$ cat config.mk
export PLATFORM = sky130hd
export DESIGN_NAME = packet_tx_fifo
export DESIGN_NICKNAME = d
export VERILOG_FILES = /design/src/rtl/packet_tx_pkg.sv /design/src/rtl/packet_tx_fifo_buf.sv /design/src/rtl/packet_tx_fifo.sv
export SDC_FILE = /design/constraint.sdc
export NUM_CORES = 1
export LEC_CHECK = 0
export BUFFER_PORTS_ARGS = -buffer_cell sky130_fd_sc_hd__buf_2
export CAP_MARGIN = 10
export CORE_ASPECT_RATIO = 1.1
export CORE_MARGIN = 5
export CORE_UTILIZATION = 36
export CTS_CLUSTER_SIZE = 16
export DETAILED_ROUTE_END_ITERATION = 8
export GPL_ROUTABILITY_DRIVEN = 0
export PLACE_DENSITY = 0.52
export SLEW_MARGIN = 20
export SYNTH_ARGS = -nofsm -noshare
export SYNTH_HDL_FRONTEND = slang
export SYNTH_SLANG_ARGS = --single-unit
$ cat constraint.sdc
create_clock -name clk -period 3.9 [get_ports clk]
set_input_delay 0.585 -clock clk [delete_from_list [all_inputs] [get_ports clk]]
set_output_delay 0.585 -clock clk [all_outputs]
set_load 0.02 [all_outputs]
$ cat src/rtl/packet_tx_pkg.sv
// Shared definitions for the packet transmitter slice.
//   tx_state_t            : transmitter FSM states
//   HDR_REQ_DEFAULT       : default sample-request header payload
//   HDR_UNDERRUN_DEFAULT  : default underrun header payload
//   pkt_width()           : packet width (valid bit + payload)
package packet_tx_pkg;

  typedef enum logic [1:0] {
    ST_IDLE,
    ST_HDR,
    ST_GAP,
    ST_DATA
  } tx_state_t;

  localparam logic [39:0] HDR_REQ_DEFAULT      = 40'h07_0000_0000;
  localparam logic [39:0] HDR_UNDERRUN_DEFAULT = 40'h0f_0000_0000;

  function automatic int unsigned pkt_width(input int unsigned data_w);
    return data_w + 1;
  endfunction

endpackage

$ cat src/rtl/packet_tx_fifo_buf.sv
// Payload FIFO for the packet transmitter.
// Ports:
//   clk, rst   : clock, asynchronous active-high reset
//   push_data  : word written on push
//   push       : write request (ignored while full)
//   pop        : read request (ignored while empty)
//   pop_data   : head-of-queue word (valid while !empty)
//   full/empty : occupancy flags
//   level      : occupancy, 0..DEPTH
module packet_tx_fifo_buf #(
  parameter int unsigned DATA_W = 40,
  parameter int unsigned DEPTH  = 4
) (
  input  logic                     clk,
  input  logic                     rst,
  input  logic [DATA_W-1:0]        push_data,
  input  logic                     push,
  input  logic                     pop,
  output logic [DATA_W-1:0]        pop_data,
  output logic                     full,
  output logic                     empty,
  output logic [$clog2(DEPTH):0]   level
);

  localparam int unsigned PTR_W = $clog2(DEPTH);
  localparam int unsigned LVL_W = PTR_W + 1;

  logic [DATA_W-1:0] mem [DEPTH];
  logic [PTR_W-1:0]  wr_ptr;
  logic [PTR_W-1:0]  rd_ptr;
  logic              do_push;
  logic              do_pop;

  assign full     = (level == LVL_W'(DEPTH));
  assign empty    = (level == '0);
  assign do_push  = push && !full;
  assign do_pop   = pop && !empty;
  assign pop_data = mem[rd_ptr];

  // DEPTH is a power of two, so pointers wrap by natural overflow.
  always_ff @(posedge clk or posedge rst) begin
    if (rst) begin
      wr_ptr <= '0;
      rd_ptr <= '0;
      level  <= '0;
    end else begin
      if (do_push) wr_ptr <= wr_ptr + 1'b1;
      if (do_pop)  rd_ptr <= rd_ptr + 1'b1;
      case ({do_push, do_pop})
        2'b10:   level <= level + 1'b1;
        2'b01:   level <= level - 1'b1;
        default: level <= level;
      endcase
    end
  end

  always_ff @(posedge clk) begin
    if (do_push) mem[wr_ptr] <= push_data;
  end

endmodule

$ cat src/rtl/packet_tx_fifo.sv
// Serial packet transmitter with payload FIFO.
// Each req_tick in IDLE starts a slot: header packet, GAP_CYCLES idle
// bits, then a data packet popped from the FIFO (all zeros if empty).
// A packet is a valid bit followed by the payload, MSB first.
// Optional macro PACKET_TX_PARITY_EN appends an even-parity bit to each
// packet.
// Ports:
//   clk, rst      : clock, asynchronous active-high reset
//   in_data/in_valid/in_ready : payload queue input (in_ready = !full)
//   req_mode      : send sample-request header
//   req_underrun  : send underrun header (priority over req_mode)
//   req_tick      : slot start strobe
//   sout          : serial output
//   data_loss     : pulse, a word was offered while full and dropped
//   tick_missed   : pulse, req_tick arrived while busy
//   busy          : slot in progress
//   fifo_level    : FIFO occupancy
module packet_tx_fifo
  import packet_tx_pkg::*;
#(
  parameter int unsigned         DATA_W       = 40,
  parameter int unsigned         DEPTH        = 4,
  parameter int unsigned         GAP_CYCLES   = 3,
  parameter logic [DATA_W-1:0]   HDR_REQ      = DATA_W'(HDR_REQ_DEFAULT),
  parameter logic [DATA_W-1:0]   HDR_UNDERRUN = DATA_W'(HDR_UNDERRUN_DEFAULT)
) (
  input  logic                   clk,
  input  logic                   rst,
  input  logic [DATA_W-1:0]      in_data,
  input  logic                   in_valid,
  output logic                   in_ready,
  input  logic                   req_mode,
  input  logic                   req_underrun,
  input  logic                   req_tick,
  output logic                   sout,
  output logic                   data_loss,
  output logic                   tick_missed,
  output logic                   busy,
  output logic [$clog2(DEPTH):0] fifo_level
);

  localparam int unsigned PKT_W = pkt_width(DATA_W);
`ifdef PACKET_TX_PARITY_EN
  localparam int unsigned SR_W  = PKT_W + 1;
`else
  localparam int unsigned SR_W  = PKT_W;
`endif
  localparam int unsigned CNT_MAX = (SR_W > GAP_CYCLES) ? SR_W : GAP_CYCLES;
  localparam int unsigned CNT_W   = $clog2(CNT_MAX + 1);
  localparam logic [CNT_W-1:0] LAST_BIT = CNT_W'(SR_W - 1);
  localparam logic [CNT_W-1:0] LAST_GAP = CNT_W'(GAP_CYCLES - 1);

  function automatic logic [SR_W-1:0] make_frame(input logic [DATA_W-1:0] payload);
`ifdef PACKET_TX_PARITY_EN
    return {1'b1, payload, ^{1'b1, payload}};
`else
    return {1'b1, payload};
`endif
  endfunction

  tx_state_t         state_q, state_d;
  logic [SR_W-1:0]   sr_q, sr_d;
  logic [CNT_W-1:0]  cnt_q, cnt_d;
  logic              data_loss_q, tick_missed_q;

  logic              fifo_full, fifo_empty, fifo_push, fifo_pop;
  logic [DATA_W-1:0] fifo_head;
  logic [SR_W-1:0]   hdr_frame, data_frame;

  assign in_ready  = !fifo_full;
  assign fifo_push = in_valid && !fifo_full;

  packet_tx_fifo_buf #(
    .DATA_W (DATA_W),
    .DEPTH  (DEPTH)
  ) u_buf (
    .clk       (clk),
    .rst       (rst),
    .push_data (in_data),
    .push      (fifo_push),
    .pop       (fifo_pop),
    .pop_data  (fifo_head),
    .full      (fifo_full),
    .empty     (fifo_empty),
    .level     (fifo_level)
  );

  always_comb begin
    hdr_frame = '0;
    if (req_underrun)  hdr_frame = make_frame(HDR_UNDERRUN);
    else if (req_mode) hdr_frame = make_frame(HDR_REQ);
  end

  assign data_frame = fifo_empty ? '0 : make_frame(fifo_head);

  // The shift register drains to zero as it shifts, so GAP and IDLE
  // output zeros without a separate mux on sout.
  always_comb begin
    state_d  = state_q;
    sr_d     = sr_q;
    cnt_d    = cnt_q;
    fifo_pop = 1'b0;
    unique case (state_q)
      ST_IDLE: begin
        if (req_tick) begin
          state_d = ST_HDR;
          sr_d    = hdr_frame;
          cnt_d   = '0;
        end
      end
      ST_HDR: begin
        sr_d  = {sr_q[SR_W-2:0], 1'b0};
        cnt_d = cnt_q + 1'b1;
        if (cnt_q == LAST_BIT) begin
          cnt_d = '0;
          if (GAP_CYCLES == 0) begin
            state_d  = ST_DATA;
            sr_d     = data_frame;
            fifo_pop = 1'b1;
          end else begin
            state_d  = ST_GAP;
          end
        end
      end
      ST_GAP: begin
        cnt_d = cnt_q + 1'b1;
        if (cnt_q == LAST_GAP) begin
          state_d  = ST_DATA;
          cnt_d    = '0;
          sr_d     = data_frame;
          fifo_pop = 1'b1;
        end
      end
      ST_DATA: begin
        sr_d  = {sr_q[SR_W-2:0], 1'b0};
        cnt_d = cnt_q + 1'b1;
        if (cnt_q == LAST_BIT) begin
          state_d = ST_IDLE;
          cnt_d   = '0;
        end
      end
      default: state_d = ST_IDLE;
    endcase
  end

  always_ff @(posedge clk or posedge rst) begin
    if (rst) begin
      state_q       <= ST_IDLE;
      sr_q          <= '0;
      cnt_q         <= '0;
      data_loss_q   <= 1'b0;
      tick_missed_q <= 1'b0;
    end else begin
      state_q       <= state_d;
      sr_q          <= sr_d;
      cnt_q         <= cnt_d;
      data_loss_q   <= in_valid && fifo_full;
      tick_missed_q <= req_tick && (state_q != ST_IDLE);
    end
  end

  assign sout        = sr_q[SR_W-1];
  assign busy        = (state_q != ST_IDLE);
  assign data_loss   = data_loss_q;
  assign tick_missed = tick_missed_q;

endmodule

-- After elaboration in Yosys (flattened, before gate mapping)
Memory sizes are Yosys's and may differ from the RTL's.
Cells that the tools add are included.
- memories: 1
- ROM bits: 0
- latch bits: 0
- input bits: 46
- bits in registers: 58
- word-level logic and storage cells: 60
- bits in writable memories: 160
- output and inout port bits: 8
- memory list (name ; depth ; bits a word ; rd ports ; clocked after memory_dff ; write ports ; line ; source):
    u_buf.mem ; 4 ; 40 ; 1 ; 0 ; 1 ; packet_tx_fifo_buf.sv:28 ; logic [DATA_W-1:0] mem [DEPTH];
- magnitude comparators: 0
- shift operators: 0
- multipliers: 0
- equality and inequality tests: 12
- muxes and demuxes: 20
- reductions and logical operators: 14
- div/mod/pow operators: 0
- bitwise gates (word level): 0
- add/sub/neg operators: 5
- operators with widths (kind ; count):
    $mux 41 ; 5
    $pmux 41 s3 ; 1
    $mux 6 ; 3
    $pmux 6 s3 ; 1
    $mux 2 ; 4
    $ne 2x2->1 const B ; 4
    $pmux 2 s4 ; 1
    $add 6x1->6 const B ; 1
    $eq 2x2->1 const B ; 3
    $eq 6x2->1 const B ; 1
    $eq 6x6->1 const B ; 1
    $pmux 3 s2 ; 1
    $logic_and 1x1->1 ; 5
    $add 2x1->2 const B ; 2
    $eq 2x1->1 const B ; 2
    $mux 1 ; 4
    $reduce_and 4->1 ; 1
    $reduce_bool 2->1 ; 2
    $add 3x1->3 const B ; 1
    $eq 3x3->1 const B ; 1
    $logic_not 3->1 ; 1
    $sub 3x1->3 const B ; 1
    $logic_not 1->1 ; 2
    $logic_not 2->1 ; 1
    other kinds (2) ; 2

-- Longest topological paths before layout
Gate-level depths: netlist of run 1.
- depth after elaboration: 6
- depth in mapped cells: 10
- depth with buffers taken out: 9

-- Hierarchy
A second synthesis of run 1 with hierarchy kept.
- cells, all modules: 503
- area total of the unflattened synthesis: 8816.0 µm²
- by module, submodules not included (module ; cells each ; area each (µm²) ; instances ; sequential area each (µm²)):
    packet_tx_fifo_buf ; 248 ; 6253.5 ; 1 ; 4979.8
    packet_tx_fifo ; 255 ; 2562.5 ; 1 ; 1276.2

-- Worst setup path after synthesis of run 1
OpenSTA, ideal clock, no wires.
- path type: reg2reg
- start: register state_q[0]
- end: register u_buf.level[1]
- stages on the path, launching flop included: 9
- path slack: 1.565 ns
- data arrival time: 2.210 ns
- library setup time: 0.125 ns
- data required time: 3.775 ns
- period minus slack after synthesis: 2.335 ns
- path buffers: 1
- cells stage by stage: dfrtp_1 -> inv_1 -> ha_1 -> o31a_1 -> and3_1 -> clkbuf_1 -> ha_1 -> fa_1 -> mux2_2
- longest elaborated chain between the ends: 5
- elaborated cells on any way between the ends: 7
- classes of those cells: eq/ne (3); mux (2); reduce/logical (2)
- RTL lines (what ; line ; source):
    start: declaration ; packet_tx_fifo.sv:61 ; tx_state_t state_q, state_d;
    start signal: assignment ; packet_tx_fifo.sv:154 ; state_q <= state_d;
    $eq 2x2->1 (*) ; packet_tx_fifo.sv:103 ; unique case (state_q)
    $mux 1 (*) ; packet_tx_fifo.sv:103 ;
    $logic_and 1x1->1 (*) ; packet_tx_fifo_buf.sv:37 ; assign do_pop = pop && !empty;
    via u_buf.do_pop ; packet_tx_fifo_buf.sv:32 ; logic do_pop;
    $eq 2x1->1 or $eq 2x2->1 (tied branches) ; packet_tx_fifo_buf.sv:49 ; case ({do_push, do_pop})
    $pmux 3 s2 or $reduce_bool 2->1 (tied branches) ; -- ;
    end signal: assignment ; packet_tx_fifo_buf.sv:50 ; 2'b10: level <= level + 1'b1;
    end signal: assignment ; packet_tx_fifo_buf.sv:51 ; 2'b01: level <= level - 1'b1;
    end signal: assignment ; packet_tx_fifo_buf.sv:52 ; default: level <= level;
    end: declaration ; packet_tx_fifo_buf.sv:22 ; output logic [$clog2(DEPTH):0] level
The timed path passes the listed nets; every way through them passes the cells marked *.
A chain may end at the register's enable or synchronous reset.

-- Worst setup path after layout of run 1
- start: register state_q[0]
- end: register sr_q[7]
- longest elaborated chain between the ends: 3
- elaborated cells on any way between the ends: 9
- classes of those cells: eq/ne (5); mux (1); reduce/logical (3)
- RTL lines (what ; line ; source):
    $eq 2x2->1, or another cell as far along ; packet_tx_fifo.sv:103 ;
    $reduce_or 2->1 (no line) or $ne 2x2->1 (tied branches) ; -- ;
    $pmux 41 s3 or $reduce_and 2->1 (tied branches) ; -- ;
    end signal: assignment ; packet_tx_fifo.sv:155 ; sr_q <= sr_d;
    end: declaration ; packet_tx_fifo.sv:62 ; logic [SR_W-1:0] sr_q, sr_d;
Parallel ways exist; a longest one is shown, timed or not.

==> results of run 1 <==
==> worst max-delay path, stage by stage (launching register included) <==
cell and delay, ns:
dfrtp_1 0.44, inv_1 0.17, ha_1 0.38, inv_2 0.12, nor2_1 0.49, or2_1 0.56, buf_4 0.31, a221o_1 0.18
==> report_power, final <==
part	leakage [uW]	internal, uW	total [uW]	switching, uW
Combinational	0.00108	922	2040	1120
Clock	0.000335	1140	1980	837
Sequential	0.00224	3050	3320	269
==> metal layers <==
metal / vias up / global-route usage [%] / routed length (um) / share of wire [%]
met5: - / 0 / 0 / 0
met1: 2243 / 16.80 / 7168 / 43
met4: 0 / 3.517 / 259 / 1.6
met3: 21 / 2.603 / 849 / 5.1
li1: 1951 / - / - / -
met2: 102 / 21.14 / 8232 / 50
==> cells in the final DEF (no fill, tap or decap), drive strengths merged, types with 4 or more instances in the layout <==
cell type and n:
edfxtp 160, buf 65, dfrtp 58, mux4 40, a221o 38, nor2b 36
clkbuf 32, ha 13, nand2 12, inv 10, nor2 10, clkinv 7
and3 6, a21oi 4, o21ai 4, xnor2 4, a22o 4
==> layout make-up <==
class	instances	share of cell area, %
Clock buffer	32	6.437
Clock inverter	8	0.4787
Inverter	10	0.3779
Multi-Input combinational cell	204	22.16
Sequential cell	218	63.00
Tap cell	305	3.842
Timing Repair Buffer	65	3.704
==> state kept, by name, indices dropped and copies added (netlist names) <==
| register | count |
|---|---|
| u_buf.mem | 160 |
| sr_q | 41 |
| cnt_q | 6 |
| u_buf.level | 3 |
| state_q | 2 |
| u_buf.rd_ptr | 2 |
| u_buf.wr_ptr | 2 |
| data_loss | 1 |
| tick_missed | 1 |
==> cell families (layout without fill, tap and decap cells) <==
logic type	Yosys count	in the layout	share of synthesized area (%)
AND/OR/NAND/NOR	77	77	5.241
AO/OA/AOI/OAI	62	62	6.417
XOR/XNOR	7	7	0.7114
flip-flops	218	218	72.59
multiplexers	44	44	10.96
adder cells (fa/ha/maj)	14	14	2.120
buffers and inverters	33	115	1.960
==> path summary, 6_finish.rpt <==
check | to | depth (start not counted) | start
max | sr_q[7]$_DFFE_PP0P_ | 7 | state_q[0]$_DFFE_PP0P_
max in group asynchronous | u_buf.rd_ptr[0]$_DFFE_PP0P_ | 3 | rst
max reg2reg | sr_q[7]$_DFFE_PP0P_ | 7 | state_q[0]$_DFFE_PP0P_
min | sr_q[12]$_DFFE_PP0P_ | 2 | rst
min reg2reg | sr_q[0]$_DFFE_PP0P_ | 1 | sr_q[0]$_DFFE_PP0P_
min in group clk | u_buf.mem[1][8]$_DFFE_PP_ | 1 | in_data[8]
==> stage by stage <==
step                      util (%)  worst slack, ns  instance area [um^2]
after floorplan                  -            1.565                  8618
after global placement       39.13            1.365                  9243
after detailed placement     39.13            1.205                  9243
after CTS                    42.03            1.188                  9930
after global routing         42.04           0.9593                  9932
final                        42.04            1.182                  9932
==> metrics, run 1 <==
register bit total from synthesis 218; dpl hpwl 10.22 mm; area of the multi-input gates 0.002201 mm^2; post_cts resized 0; Overall Global Routing Usage 12.60%; Synth Instances 455; Routed WL 16.51 mm; wire per inst 19.61 um; Max-slew headroom 42.83%; Req. time, crit path 4.34 ns; clock-pin slew on the worst setup and hold paths 0.07 ns; ys async rst share 26.61%; total grt overflow 0; number of global-route vias before repair 4610; synth top area cells edfxtp_1, dfrtp_1, mux4_2; worst vdd ir 0.0003237 V; f_max 368.0 MHz; Final Hold Fails 0; height of the die 172.3 um; CTS Buffer Depth 3; TritonCTS clock tree built; drc violations 0; Final Power 7345 uW; CP Launch Type flop; layout cells sized above 1 28.86%; Main synth FF type edfxtp_1; cell taking the most area after synthesis edfxtp_1; EDFF count, synth 160; Cell Count Post-Placement 802; initial antenna violation count 0; DR iter-0 viols 174; largest net degree at the start of global routing 42; P_leak 0.003651 uW; Mean Syn Cell Area 18.94 um^2; die area 0.02714 mm^2; CP Data Arrival Time 3.15 ns; Setup Fix Bufs, Post-CTS 0; fillers 2115; Hold Slack 0.2680 ns; Final setup viols 0; CTS Sinks 218; critical path endpoint category flop; clock latency on the worst-skew pair 0.50 ns; final worst-path cycle share 69.69%; nets@finish 582; CTS buffer count 23; number of max-cap violations 0; CORE AREA 0.02362 mm^2; HP Class in2async; Initial Util 36.48%; drt pass-1 iters 5; Cell variety after synth 44; input/output buffers 53; IO Pins 54; register area 0.006257 mm^2; pwr/cell area 739.6 mW/mm^2; n_diodes 0; sequential area share after synthesis 72.59%; top-count cell post-synth edfxtp_1; Synth top cells by count edfxtp_1, dfrtp_1, mux4_2; hold buffers post-CTS 0; worst-path fanout max 16; RSZ-0062 raised after global routing false; CTS Root Cell clkbuf_16; total number of vias 4317; min Tclk post-route 2.718 ns; Syn Nets 515; result of the run complete, no violations; Cell Rows 59; reg2reg setup slack 1.18 ns; YS warnings 0; H-tree levels 1; Fin Setup TNS 0 ns; Via density 5.127; post-synth top area share 55.75%; Post-Syn Area 0.008618 mm^2; first-pass GRT wire length 26.56 mm; worst-margin pin slew 0.8576 ns; Final Non-Filler Cells 842; Die W 157.5 um; final slew viol count 0; Layout Skew 0.01632 ns; Detail Route Antenna Nets 0; Synth-to-Final Area Change 15.24%; CP Class reg2reg
Power figures use the tool's default switching activity.
==> run 2: changes to the inputs <==
--- a/config.mk
+++ b/config.mk
@@ -13,7 +13,7 @@
 export CTS_CLUSTER_SIZE = 16
 export DETAILED_ROUTE_END_ITERATION = 8
 export GPL_ROUTABILITY_DRIVEN = 0
-export PLACE_DENSITY = 0.52
+export PLACE_DENSITY = 0.54
 export SLEW_MARGIN = 20
 export SYNTH_ARGS = -nofsm -noshare
 export SYNTH_HDL_FRONTEND = slang
==> constraint.sdc (replaced) <==
create_clock -name clk -period 2.37 [get_ports clk]
set_input_delay 0.3555 -clock clk [delete_from_list [all_inputs] [get_ports clk]]
set_output_delay 0.3555 -clock clk [all_outputs]
set_load 0.02 [all_outputs]
==> metrics, run 2 (synthesized netlist as in run 1, its figures left out) <==
result of the run complete, no violations; worst-margin pin slew 0.7064 ns (-0.1512 ns); Overall Global Routing Usage 12.46% (-0.14 points); height of the die 172.3 um (unchanged); Final Hold Fails 0 (unchanged); HP Class in2reg; total number of vias 4338 (+0.49%); fillers 2096 (-0.90%); worst vdd ir 0.0005064 V (+56%); pwr/cell area 1226 mW/mm^2 (+66%); most frequent cells in the layout edfxtp_1, dfrtp_1, buf_2, mux4_2, a221o_1; largest net degree at the start of global routing 59 (+40%); first-pass GRT wire length 26.39 mm (-0.63%); Largest regs u_buf.mem x160, sr_q x41, cnt_q x6; CTS Buffer Depth 3 (unchanged); number of global-route vias before repair 4660 (+1.1%); worst-path fanout max 4 (-12); CP dominant cell by count ha_1; most common cell after layout, fill and taps aside edfxtp_1; CP delay by family, top adder cells; Cell Rows 59 (unchanged); H-tree levels 1 (unchanged); Fin Setup TNS 0 ns (unchanged); DP Area 0.009370 mm^2 (+1.4%); RSZ-0062 raised after global routing false; Via density 5.092 (-0.69%); CTS Root Cell clkbuf_16; Req. time, crit path 2.75 ns (-1.59 ns); die area 0.02714 mm^2 (unchanged); area of the multi-input gates 0.002201 mm^2 (unchanged); Top reg by flops u_buf.mem; max incr delay on CP 0.43 ns (-0.13 ns); Final Non-Filler Cells 852 (+1.2%); DR iter-0 viols 204 (+17%); Initial Util 36.48% (unchanged); Max-slew headroom 52.86% (+10 points); CTS Sinks 218 (unchanged); clock latency on the worst-skew pair 0.50 ns (about the same); CP Data Arrival Time 2.57 ns (-0.58 ns); input/output buffers 53 (unchanged); CP Buf/Inv Count 1 (-2); f_max 456.2 MHz (+24%); Die W 157.5 um (unchanged); final worst-path cycle share 92.49% (+23 points); Final Power 12410 uW (+69%); Final setup viols 0 (unchanged); CP Cell Sequence inv_1, ha_1, nor3b_4, and3_1, ha_1, fa_1, mux2_2; TritonCTS clock tree built; P_leak 0.003735 uW (+2.3%); max reg flops 160 (unchanged); total grt overflow 0 (unchanged); Cell Count Post-Placement 809 (+0.87%); drc violations 0 (unchanged); number of max-cap violations 0 (unchanged); Layout Skew 0.01219 ns (-0.004136 ns); dpl hpwl 10.00 mm (-2.1%); CP Class reg2reg; final slew viol count 0 (unchanged); Detail Route Antenna Nets 0 (unchanged); Synth-to-Final Area Change 17.39%; register area 0.006257 mm^2 (unchanged); n_diodes 0 (unchanged); CP Launch Type flop; CORE AREA 0.02362 mm^2 (unchanged); initial antenna violation count 2 (+2); wire per inst 19.22 um (-2.0%); CTS buffer count 23 (unchanged); layout cells sized above 1 29.80% (+0.93 points); nets@finish 590 (+1.4%); critical path endpoint category flop; min Tclk post-route 2.192 ns (-0.5258 ns); drt pass-1 iters 7 (+2); IO Pins 54 (unchanged); fin util 42.83% (+0.78 points); clock-pin slew on the worst setup and hold paths 0.06 ns (about the same); reg2reg setup slack 0.18 ns (-1.00 ns); Final Cell Area 0.01012 mm^2 (+1.9%); Routed WL 16.38 mm (-0.79%); Slowest-stage cell, CP fa_1
==> run 2: changes by cell type in the layout (fill, tap and decap cells not counted), sizes merged <==
cell,change
bufinv,+2
buf,+7
dlygate4sd3,+1
inv,+2
clkinv,-2
==> run 2: through the flow <==
stage / setup slack [ns] / hold WS (ns)
6_report: 0.1781 / 0.06285
5_1_grt: 0.03984 / 0.05421
4_1_cts: 0.05902 / 0.04787
3_5_place_dp: 0.07009 / 0.4605
3_3_place_gp: 0.1547 / 0.4504
2_1_floorplan: 0.03511 / 0.4544
==> run 2: path summary, 6_finish.rpt <==
kind	depth (start not counted)	endpoint	startpoint
max	7	u_buf.level[1]$_DFFE_PP0P_	cnt_q[0]$_DFFE_PP0P_
min	1	u_buf.mem[3][29]$_DFFE_PP_	in_data[29]
max reg2reg	7	u_buf.level[1]$_DFFE_PP0P_	cnt_q[0]$_DFFE_PP0P_
min reg2reg	1	sr_q[0]$_DFFE_PP0P_	sr_q[0]$_DFFE_PP0P_
max in group asynchronous	4	sr_q[19]$_DFFE_PP0P_	rst
min in group asynchronous	4	sr_q[30]$_DFFE_PP0P_	rst
==> run 2: cell type report <==
class                           instances  area share, %
Clock buffer                           32          6.221
Clock inverter                         10          1.039
Inverter                               10         0.3710
Multi-Input combinational cell        204          21.75
Sequential cell                       218          61.85
Tap cell                              305          3.772
Timing Repair Buffer                   73          4.996
==> run 2: timing repair <==
item	4_1_cts	5_1_grt
hold endpoints to repair	58	0
hold buffers	1	0
setup buffers	0	0
gates resized for setup	0	0
setup endpoints to repair	0	0
==> run 2: power breakdown <==
part / switching [uW] / internal, uW / total (uW)
Combinational: 1890 / 1640 / 3540
Sequential: 379 / 5020 / 5400
Clock: 1400 / 2080 / 3470
==> run 2: per-layer routing <==
metal / share of wire, % / vias to the layer above / track usage (%)
met2: 51 / 76 / 21.16
met4: 2.3 / 4 / 3.479
met5: 0.21 / - / 0
met1: 42 / 2242 / 16.50
met3: 4.3 / 37 / 2.403
li1: - / 1979 / -
==> run 3: changes to the inputs <==
--- a/config.mk
+++ b/config.mk
@@ -9,11 +9,12 @@
 export CAP_MARGIN = 10
 export CORE_ASPECT_RATIO = 1.1
 export CORE_MARGIN = 5
-export CORE_UTILIZATION = 36
+export CORE_UTILIZATION = 54
 export CTS_CLUSTER_SIZE = 16
 export DETAILED_ROUTE_END_ITERATION = 8
 export GPL_ROUTABILITY_DRIVEN = 0
-export PLACE_DENSITY = 0.54
+export PLACE_DENSITY = 0.75
+export RECOVER_POWER = 100
 export SLEW_MARGIN = 20
 export SYNTH_ARGS = -nofsm -noshare
 export SYNTH_HDL_FRONTEND = slang
==> metrics, run 3 (synthesized netlist as in run 1, its figures left out) <==
result of the run complete, no violations; nets@finish 593 (+0.51%); hold buffers post-CTS 0 (-1); fin util 63.69% (+21 points); wire per inst 20.98 um (+9.1%); worst-path fanout max 5 (+1); worst-margin pin slew 1.444 ns (+0.7372 ns); CTS Sinks 218 (unchanged); Final setup viols 0 (unchanged); max reg flops 160 (unchanged); n_diodes 0 (unchanged); Die W 130.5 um (-17%); most common cell after layout, fill and taps aside edfxtp_1; Overall Global Routing Usage 17.58% (+5.1 points); CTS Buffer Depth 3 (unchanged); drc violations 0 (unchanged); most frequent cells in the layout edfxtp_1, dfrtp_1, clkbuf_1, mux4_2, a221o_1; IO Pins 54 (unchanged); Layout Skew 0.01247 ns (+0.0002786 ns); clock-pin slew on the worst setup and hold paths 0.06 ns (about the same); critical path endpoint category flop; clock latency on the worst-skew pair 0.50 ns (about the same); drt pass-1 iters 5 (-2); Final Cell Area 0.009983 mm^2 (-1.3%); f_max 435.0 MHz (-4.6%); final slew viol count 0 (unchanged); Initial Util 54.98% (+18 points); die area 0.01859 mm^2 (-32%); Cell Rows 48 (-19%); input/output buffers 53 (unchanged); Via density 5.925 (+16%); met3 global-route usage 3.453% (+1.1 points); CP Data Arrival Time 2.68 ns (+0.11 ns); dpl hpwl 9.848 mm (-1.5%); CP Class reg2reg; number of max-cap violations 0 (unchanged); GR Util met2 29.34% (+8.2 points); Detail Route Antenna Nets 0 (unchanged); CP Launch Type flop; Largest regs u_buf.mem x160, sr_q x41, cnt_q x6; CTS Root Cell clkbuf_16; HP Class in2reg; Routed WL 15.71 mm (-4.1%); total number of vias 4438 (+2.3%); Synth-to-Final Area Change 15.84%; DP Area 0.009291 mm^2 (-0.84%); TritonCTS clock tree built; first-pass GRT wire length 25.30 mm (-4.2%); Top reg by flops u_buf.mem; worst vdd ir 0.0007389 V (+46%); layout cells sized above 1 21.31% (-8.5 points); GR peak layer met2; P_leak 0.003639 uW (-2.6%); CTS buffer count 22 (-4.3%); total grt overflow 0 (unchanged); height of the die 142.5 um (-17%); Max-slew headroom 3.761% (-49 points); Hold Slack 0.1116 ns (+0.04878 ns); number of global-route vias before repair 4645 (-0.32%); fillers 1060 (-49%); Final Hold Fails 0 (unchanged); Req. time, crit path 2.75 ns (about the same); largest net degree at the start of global routing 59 (unchanged); final worst-path cycle share 96.99% (+4.5 points); initial antenna violation count 0 (-2); pwr/cell area 1256 mW/mm^2 (+2.4%); CORE AREA 0.01568 mm^2 (-34%); H-tree levels 1 (unchanged); met1 Usage GRT 23.95% (+7.5 points); DR iter-0 viols 334 (+64%); min Tclk post-route 2.299 ns (+0.1068 ns); RSZ-0062 raised after global routing false
[run 3: final cells by class]
class | instances | area (um^2) | share of cell area (%)
repair buffers | 77 | 484.2 | 4.850
inverters | 10 | 37.54 | 0.3760
clock inverters | 8 | 113.9 | 1.140
clock buffers | 32 | 639.4 | 6.404
multi-input cells | 204 | 2201 | 22.05
flip-flops and latches | 218 | 6257 | 62.68
well taps | 200 | 250.2 | 2.507
[run 3: what timing repair did]
action	in CTS	in global routing
pin swaps	0	0
endpoints found under the setup margin	41	43
buffers inserted	0	3
resized for setup	4	1
[run 3: worst paths after layout]
kind / cells after the start / slack [ns] / startpoint / endpoint
setup reg to reg: 9 / 0.07 / state_q[0]$_DFFE_PP0P_ / u_buf.level[2]$_DFFE_PP0P_
min in group asynchronous: 3 / 0.35 / rst / sr_q[29]$_DFFE_PP0P_
hold reg to reg: 1 / 0.51 / sr_q[24]$_DFFE_PP0P_ / sr_q[24]$_DFFE_PP0P_
max in group asynchronous: 3 / 1.07 / rst / u_buf.rd_ptr[0]$_DFFE_PP0P_
hold / removal: 1 / 0.11 / in_data[13] / u_buf.mem[2][13]$_DFFE_PP_
setup / recovery: 9 / 0.07 / state_q[0]$_DFFE_PP0P_ / u_buf.level[2]$_DFFE_PP0P_
[run 3: power by group]
group          internal [uW]  total [uW]  leakage [uW]  switching (uW)
Combinational           1670        3600       0.00103            1930
Sequential              5020        5400       0.00224             384
Clock                   2200        3530      0.000372            1340
Total                   8890       12500       0.00364            3650
[run 3: worst max-delay path, stage by stage, from the launching register on]
cell and delay [ns]:
dfrtp_1 0.40, inv_1 0.15, ha_1 0.29, o31a_1 0.14
and3_1 0.21, ha_1 0.23, fa_1 0.38, xnor2_1 0.17
nor2_1 0.07, xor2_1 0.14
[run 3: metrics by stage]
step	TNS (ns)	instances	worst slack (ns)	power, uW
after global placement	0	706	0.08721	8935
after detailed placement	-1.277	706	-0.05456	9084
after CTS	0	746	0.02145	12670
after floorplan	0	455	0.03511	7962
final	0	749	0.07127	12530
after global routing	0	749	0.001786	13180
[run 3: routing by layer]
metal  part of all wire [%]  vias to the layer above
li1                       -                     1982
met1                     42                     2291
met2                     50                      133
met3                    5.9                       32
met4                    2.1                        0
met5                      0                        -
